$ cat config.mk
export PLATFORM = sky130hd
export DESIGN_NAME = transition_detector_mc
export DESIGN_NICKNAME = d
export VERILOG_FILES = /design/src/rtl/transition_detector_mc.sv
export SDC_FILE = /design/constraint.sdc
export NUM_CORES = 1
export LEC_CHECK = 0
export BUFFER_PORTS_ARGS = -buffer_cell sky130_fd_sc_hd__buf_2
export CAP_MARGIN = 20
export CELL_PAD_IN_SITES_DETAIL_PLACEMENT = 1
export CELL_PAD_IN_SITES_GLOBAL_PLACEMENT = 1
export CORE_ASPECT_RATIO = 1.2
export CORE_MARGIN = 3
export CORE_UTILIZATION = 33
export CTS_CLUSTER_SIZE = 40
export DETAILED_ROUTE_END_ITERATION = 8
export PLACE_DENSITY = 0.71
export SYNTH_ARGS = -nofsm -noshare
export SYNTH_HDL_FRONTEND = slang
export SYNTH_HIERARCHICAL = 1
export SYNTH_SLANG_ARGS = --single-unit
export TNS_END_PERCENT = 20
$ cat constraint.sdc
create_clock -name clk -period 2.6 [get_ports clk]
set_input_delay 0.26 -clock clk [delete_from_list [all_inputs] [get_ports clk]]
set_output_delay 0.26 -clock clk [all_outputs]
set_load 0.02 [all_outputs]
$ cat src/rtl/transition_detector_mc.sv
// Multi-channel all-zero/all-one transition detector with fixed-length detect
// pulses and per-channel saturating event counters.

module transition_detector_mc_lane #(
  parameter int W        = 2,
  parameter int MIN_IDLE = 2,
  parameter int HOLD     = 3,
  parameter int CNT_W    = 8
) (
  input  logic             clk,
  input  logic             rst,
  input  logic             en,
  input  logic [1:0]       mode_q,
  input  logic             clr_cnt,
  input  logic [W-1:0]     din,
  output logic             det,
  output logic [1:0]       state,
  output logic [CNT_W-1:0] evt_cnt
);
  localparam int QW = $clog2(MIN_IDLE + 1);
  localparam int HW = $clog2(HOLD + 1);
  localparam logic [1:0] S_IDLE = 2'd0, S_QUAL = 2'd1, S_HOLD = 2'd2;
  localparam logic [1:0] M_RISE = 2'd0, M_FALL = 2'd1, M_BOTH = 2'd2;

  logic [QW-1:0] qual_cnt, qual_nxt;
  logic [HW-1:0] hold_cnt, hold_nxt;
  logic [1:0]    state_nxt;
  logic          src, src_nxt;  // recorded source: 0 = all-zero, 1 = all-one
  logic          is_z, is_o, on_src, on_tgt, hit;

  assign is_z   = (din == '0);
  assign is_o   = &din;
  assign on_src = src ? is_o : is_z;
  assign on_tgt = src ? is_z : is_o;

  always_comb begin
    state_nxt = S_IDLE;
    qual_nxt  = qual_cnt;
    hold_nxt  = hold_cnt;
    src_nxt   = src;
    hit       = 1'b0;
    case (state)
      S_IDLE: begin
        if (is_z && (mode_q == M_RISE || mode_q == M_BOTH)) begin
          state_nxt = S_QUAL;
          src_nxt   = 1'b0;
          qual_nxt  = QW'(1);
        end else if (is_o && (mode_q == M_FALL || mode_q == M_BOTH)) begin
          state_nxt = S_QUAL;
          src_nxt   = 1'b1;
          qual_nxt  = QW'(1);
        end
      end
      S_QUAL: begin
        if (on_src) begin
          state_nxt = S_QUAL;
          if (qual_cnt != QW'(MIN_IDLE)) qual_nxt = qual_cnt + QW'(1);
        end else if (on_tgt && qual_cnt >= QW'(MIN_IDLE)) begin
          state_nxt = S_HOLD;
          hold_nxt  = HW'(1);
          hit       = 1'b1;
        end else if (on_tgt && mode_q == M_BOTH) begin
          // a short run in "both" mode becomes the start of the opposite run
          state_nxt = S_QUAL;
          src_nxt   = ~src;
          qual_nxt  = QW'(1);
        end
      end
      S_HOLD: begin
        if (hold_cnt != HW'(HOLD)) begin
          state_nxt = S_HOLD;
          hold_nxt  = hold_cnt + HW'(1);
        end
      end
      default: state_nxt = S_IDLE;
    endcase
    if (!en) begin
      state_nxt = S_IDLE;
      hit       = 1'b0;
    end
  end

  always_ff @(posedge clk or negedge rst) begin
    if (!rst) begin
      state    <= S_IDLE;
      det      <= 1'b0;
      qual_cnt <= '0;
      hold_cnt <= '0;
      src      <= 1'b0;
      evt_cnt  <= '0;
    end else begin
      state    <= state_nxt;
      det      <= (state_nxt == S_HOLD);
      qual_cnt <= qual_nxt;
      hold_cnt <= hold_nxt;
      src      <= src_nxt;
      if (clr_cnt)                    evt_cnt <= hit ? CNT_W'(1) : '0;
      else if (hit && evt_cnt != '1)  evt_cnt <= evt_cnt + CNT_W'(1);
    end
  end
endmodule

module transition_detector_mc #(
  parameter int CH       = 4,
  parameter int W        = 2,
  parameter int MIN_IDLE = 2,
  parameter int HOLD     = 3,
  parameter int CNT_W    = 8
) (
  input  logic                clk,
  input  logic                rst,
  input  logic                en,
  input  logic [1:0]          mode,
  input  logic                clr_cnt,
  input  logic [CH*W-1:0]     din,
  output logic [CH-1:0]       det,
  output logic                det_any,
  output logic [2*CH-1:0]     state,
  output logic [CH*CNT_W-1:0] evt_cnt
);
  logic [1:0] mode_q;

  // mode only moves while detection is disabled, so lanes never see it change mid-sequence
  always_ff @(posedge clk or negedge rst) begin
    if (!rst)     mode_q <= 2'b00;
    else if (!en) mode_q <= mode;
  end

  for (genvar c = 0; c < CH; c++) begin : g_lane
    transition_detector_mc_lane #(
      .W(W), .MIN_IDLE(MIN_IDLE), .HOLD(HOLD), .CNT_W(CNT_W)
    ) u_lane (
      .clk     (clk),
      .rst     (rst),
      .en      (en),
      .mode_q  (mode_q),
      .clr_cnt (clr_cnt),
      .din     (din[c*W +: W]),
      .det     (det[c]),
      .state   (state[2*c +: 2]),
      .evt_cnt (evt_cnt[c*CNT_W +: CNT_W])
    );
  end

  assign det_any = |det;
endmodule

# Yosys cells after proc, flatten, opt, wreduce, memory -nomap -nowiden
# Index checks and enable logic that the tools add are counted.
# totals
register_bits	66
in_bits	14
out_inout_bits	45
wordCells	303
# classes
n_addsub	12
magnitude_cmp	4
n_eq_ne	62
n_mux	136
n_bitwise	4
reduce_logical	60
# ops
op	count
two-way mux 2 bit	56
two-way mux 8 bit	8
two-way mux 1 bit	56
AND reduction 5 bit	8
adder 8 x 1 -> 8 bit (second input constant)	4
inequality test 2 bit (second input constant)	16
inequality test 8 bit (second input constant)	4
one-hot mux 2 bit (2 select lines)	8
inequality test 2 x 1 -> 1 bit (second input constant)	12
inequality test 3 x 1 -> 1 bit (second input constant)	8
one-hot mux 2 bit (3 select lines)	4
nonzero test 2 bit	12
logical AND 1 bit	20
equality test 2 bit (second input constant)	9
logical NOT 2 bit	9
adder 2 x 1 -> 2 bit (second input constant)	8
AND reduction 4 bit	4
inequality test 3 x 2 -> 1 bit (second input constant)	4
inequality test 3 bit (second input constant)	4
equality test 2 x 1 -> 1 bit (second input constant)	5
greater-or-equal comparator 2 bit (second input constant)	4
one-hot mux 1 bit (2 select lines)	4
AND reduction 2 bit	4
inverter 1 bit	4
2 further kinds	3

# Logic depth before layout (Yosys ltp)
# logic_depth
depth_word	10
depth_mapped	7
ltp_nobuf	6

# By module
# The synthesis kept the hierarchy.
# modules_own_cells
mod	n_inst	cells_each	area_each_um2	seq_area_each_um2
transition_detector_mc_lane (g_lane[0].u_lane ...)	3	116	1042.2	400.4
transition_detector_mc_lane (g_lane[2].u_lane)	1	114	1042.2	400.4
transition_detector_mc	1	5	80.1	50.0

# Worst setup path after synthesis
# OpenSTA, ideal clock, no wires.
# synth_timing
kind	flip-flop to flip-flop
start	register mode_q[1]
end	register g_lane[2].u_lane.qual_cnt[1]
setup_ns	0.128
arrival_time_ns	1.715
required_time_ns	2.472
slack_ns	0.758
stages_incl_launch_ff	6
path_buffers	0
synth_period_minus_slack_ns	1.842
cell_sequence	dfrtp_1 ha_1 nor2_1 o311ai_0 o2111ai_1 mux2_1
# synth_via
elab_chain_cells	5
word_cells_on_any_way	13
classes_between	eq/ne: 4; mux: 2; reduce/logical: 7
# synth_rtl
element	line	source
from (decl)	121	logic [1:0] mode_q;
from (signal assigned)	126	else if (!en) mode_q <= mode;
equality test 2 x 1 -> 1 bit, or another cell as far along	48	end else if (is_o && (mode_q == M_FALL || mode_q == M_BOTH)) begin
logical OR 1 bit, on equally long branches	48, 44	
logical AND 1 bit, on equally long branches	48, 44	
inequality test 3 x 1 -> 1 bit (no source line) / two-way mux 2 bit (equally long branches)	--	
AND reduction 5 bit (no source line) / one-hot mux 2 bit (2 select lines) (equally long branches)	--	
to (signal assigned)	94	qual_cnt <= qual_nxt;
to (decl)	25	logic [QW-1:0] qual_cnt, qual_nxt;
# Several ways; a longest one is shown, not always the timed one.
# A chain may end at the register's enable or synchronous reset.

# Worst setup path after layout
# Ends and elaborated chain as after synthesis.

==> flow_metrics.tcl <==
set metrics [dict create \
    outcome "finished, final reports clean" \
    leakage_nw 2.197 \
    seq_power_share_pct 40.2 \
    post_drt_via_cell_ratio 5.613 \
    maxCapViolCount 0 \
    worstReg2RegEnd "g_lane[2].u_lane/qual_cnt[1]" \
    postCtsSetupBuffers 0 \
    syn_inst 467 \
    synth_top_family_by_area "simple AND/OR/NAND/NOR gates" \
    finalMaxSlewViolations 0 \
    syn_to_final_growth_pct 16.76 \
    relSlewSlack_pct 41.25 \
    max_freq_mhz 452.9 \
    multi_input_comb_area_mm2 0.002354 \
    async_reset_ff_share_pct 100.0 \
    fin_nets 552 \
    port_buffers 58 \
    yosys.area.top_type "dfrtp_1" \
    grt_usage_pct 16.40 \
    fp-row-count 44 \
    design_area_mm2 0.004961 \
    synth_mux_area_share_pct 2.827 \
    critPathRequiredTime_ns 2.81 \
    h-tree-depth 3 \
    yosysSeqAreaShare_pct 38.87 \
    antennaDiodeCount 0 \
    fp.coreArea_mm2 0.01233 \
    cts_made_buffers 9 \
    min_period_over_period_pct 84.92 \
    timing.final.ws_setup_ns 0.3922 \
    synthAdderAreaFrac_pct 5.889 \
    r2r_start "mode_q[1]" \
    synth_area_per_cell_um2 9.099 \
    num_vias 3839 \
    die_h_um 130.3 \
    place_ws_ns 0.3855 \
    hold_viol_final 0 \
    ys_warn_count 6 \
    ff2ff_setup_slack_ns 0.39 \
    fin_util_pct 40.23 \
    arrival_ns 2.42 \
    synthDistinctLibCells 51 \
    skew_ns 0.006607 \
    place.gp.congestion 0.7549 \
    dp_cells 668 \
    synth_compound_area_share_pct 22.56 \
    clockRootBuffer "clkbuf_16" \
    final-seq-area_mm2 0.001652 \
    synth_top_area_share_pct 38.87 \
    antenna_found_initial 0 \
    intPower_mw 2.193 \
    drt_iter0_drc 221 \
    setup_violations 0 \
    crit_type "flip-flop to flip-flop" \
    drt-wirelength-per-cell_um 16.23 \
    clk-insertion-delay-late_ns 0.33 \
    grt_pass1_vias 3874 \
    drive_above_1_share_pct 19.89 \
    synth_ff_type "dfrtp_1" \
    post_dp_cell_area_mm2 0.004643 \
    hold_path_class "input pin to async pin" \
    ys_top_cells_by_area "dfrtp_1 (39%), ha_1 (5.9%), o21ai_0 (4.0%)" \
    hpwl_um 8040 \
    io_pins 59 \
    end_kind "flip-flop" \
    grt_max_degree 67 \
    cp-start-kind "flip-flop" \
    die_area_mm2 0.01428 \
    synth_edf_count 0 \
    instances_no_fill 684 \
    fin_crit_ns 2.208 \
    dr.pass1.iters 6 \
    initial_core_util_pct 34.46 \
    power_frac_comb_pct 17.7 \
    clkTransAtPathRegs_ns 0.06 \
    die_x_um 109.6 \
    crit_fanout 9 \
    drt_wl_total_um 11100 \
    hold_slack_ns 0.1344 \
    cts_hold_buf 0 \
    syn-num-nets 501 \
    synth_area_mm2 0.004249 \
    reg2regPathDepth 5 \
    worstMarginPinSlew_ns 0.8812 \
    synth-xor-area-share_pct 0.2061 \
    clock-sinks 66 \
    p_total_mw 3.033 \
    yosysMostFrequentCell "dfrtp_1" \
    yosys.area_share.simple_pct 23.91 \
    cts_buffer_depth 2 \
    vdd_drop_max_mv 0.2294 \
    grt_pass1_wl_um 18820 \
    yosys-top-cells-count "dfrtp_1 (66), nor2_1 (37), o21ai_0 (34)" \
    tns_ns 0 \
    pwr-share-clk_pct 42.0 \
    ys_seq_elements 66 \
    p_per_area_mw_per_mm2 611.4 \
    fillers 1483 \
    grt_overflow 0 \
    rsz0062_at_grt "false" \
    cts_tree "yes" \
    post_cts_resize_count 0 \
    switching_share_pct 27.72 \
    antenna_left 0 \
    switchingPower_uw 840.7 \
    drcViolationCount 0 \
]
worst max path at each step:
stage	from	to	slack, ns	depth (start not counted)
final	mode_q[1]	g_lane[2].u_lane/qual_cnt[1]	0.39	5
after global routing	mode_q[1]	g_lane[2].u_lane/qual_cnt[1]	0.16	5
after CTS	mode_q[1]	g_lane[2].u_lane/qual_cnt[1]	0.36	5
after detailed placement	mode_q[1]	g_lane[2].u_lane/qual_cnt[1]	0.39	5
after global placement	g_lane[2].u_lane/state[1]	g_lane[2].u_lane/evt_cnt[7]	0.58	4
after floorplan	mode_q[1]	g_lane[2].u_lane/qual_cnt[1]	0.76	5
power by group through the flow:
stage	logic [mW]	clock network, mW	registers [mW]
2_1_floorplan	0.457	0	1.18
3_3_place_gp	0.513	0	1.22
3_5_place_dp	0.543	0	1.24
4_1_cts	0.547	1.32	1.22
5_1_grt	0.618	1.37	1.24
6_report	0.538	1.28	1.22
cells in the final DEF (no fill, tap or decap), types with 7 or more instances in the layout:
master,n
o41ai_1,10
inv_1,31
o31ai_1,13
clkbuf_16,9
nor2b_1,8
nor3_1,10
a21oi_1,25
and2_1,8
nand3_1,25
o311ai_0,9
o21ai_0,34
o211ai_1,10
or4_1,12
nor2_1,37
nand2_1,24
and3_1,7
ha_1,20
buf_2,58
dfrtp_1,66
mux2_2,7
nor4_1,11
final cells by class:
| class | count | area share (%) |
|---|---|---|
| Clock buffer | 15 | 5.801 |
| Timing Repair Buffer | 62 | 6.456 |
| Inverter | 31 | 2.346 |
| Clock inverter | 1 | 0.6053 |
| Tap cell | 161 | 4.061 |
| Multi-Input combinational cell | 348 | 47.44 |
| Sequential cell | 66 | 33.29 |
flip-flops by register name, summed over array words and instances (netlist names):
register	cells
g_lane.u_lane/det	4
g_lane.u_lane/src	4
mode_q	2
g_lane.u_lane/evt_cnt	32
g_lane.u_lane/state	8
g_lane.u_lane/hold_cnt	8
g_lane.u_lane/qual_cnt	8
cells by family (layout without fill, tap and decap cells):
kind of cell / Yosys count / count (layout)
simple gates: 179 / 179
fa+ha+maj: 20 / 20
mux: 11 / 11
compound gates: 137 / 137
flops: 66 / 66
buf+inv: 53 / 109
xor+xnor: 1 / 1
worst max-delay path: stages, from the launching register on:
cell	delay, ns
dfrtp_1	0.50
ha_1	0.31
nor2_1	0.09
o311ai_0	0.55
o2111ai_1	0.27
mux2_1	0.37
layer usage:
metal	wire, um	vias up	track usage (%)
met5	0	-	0
met4	190	0	6.456
met3	281	13	2.820
met2	5760	46	28.82
met1	4872	1914	19.80
li1	-	1866	-
No activity file was read; power rests on OpenSTA's default activity.
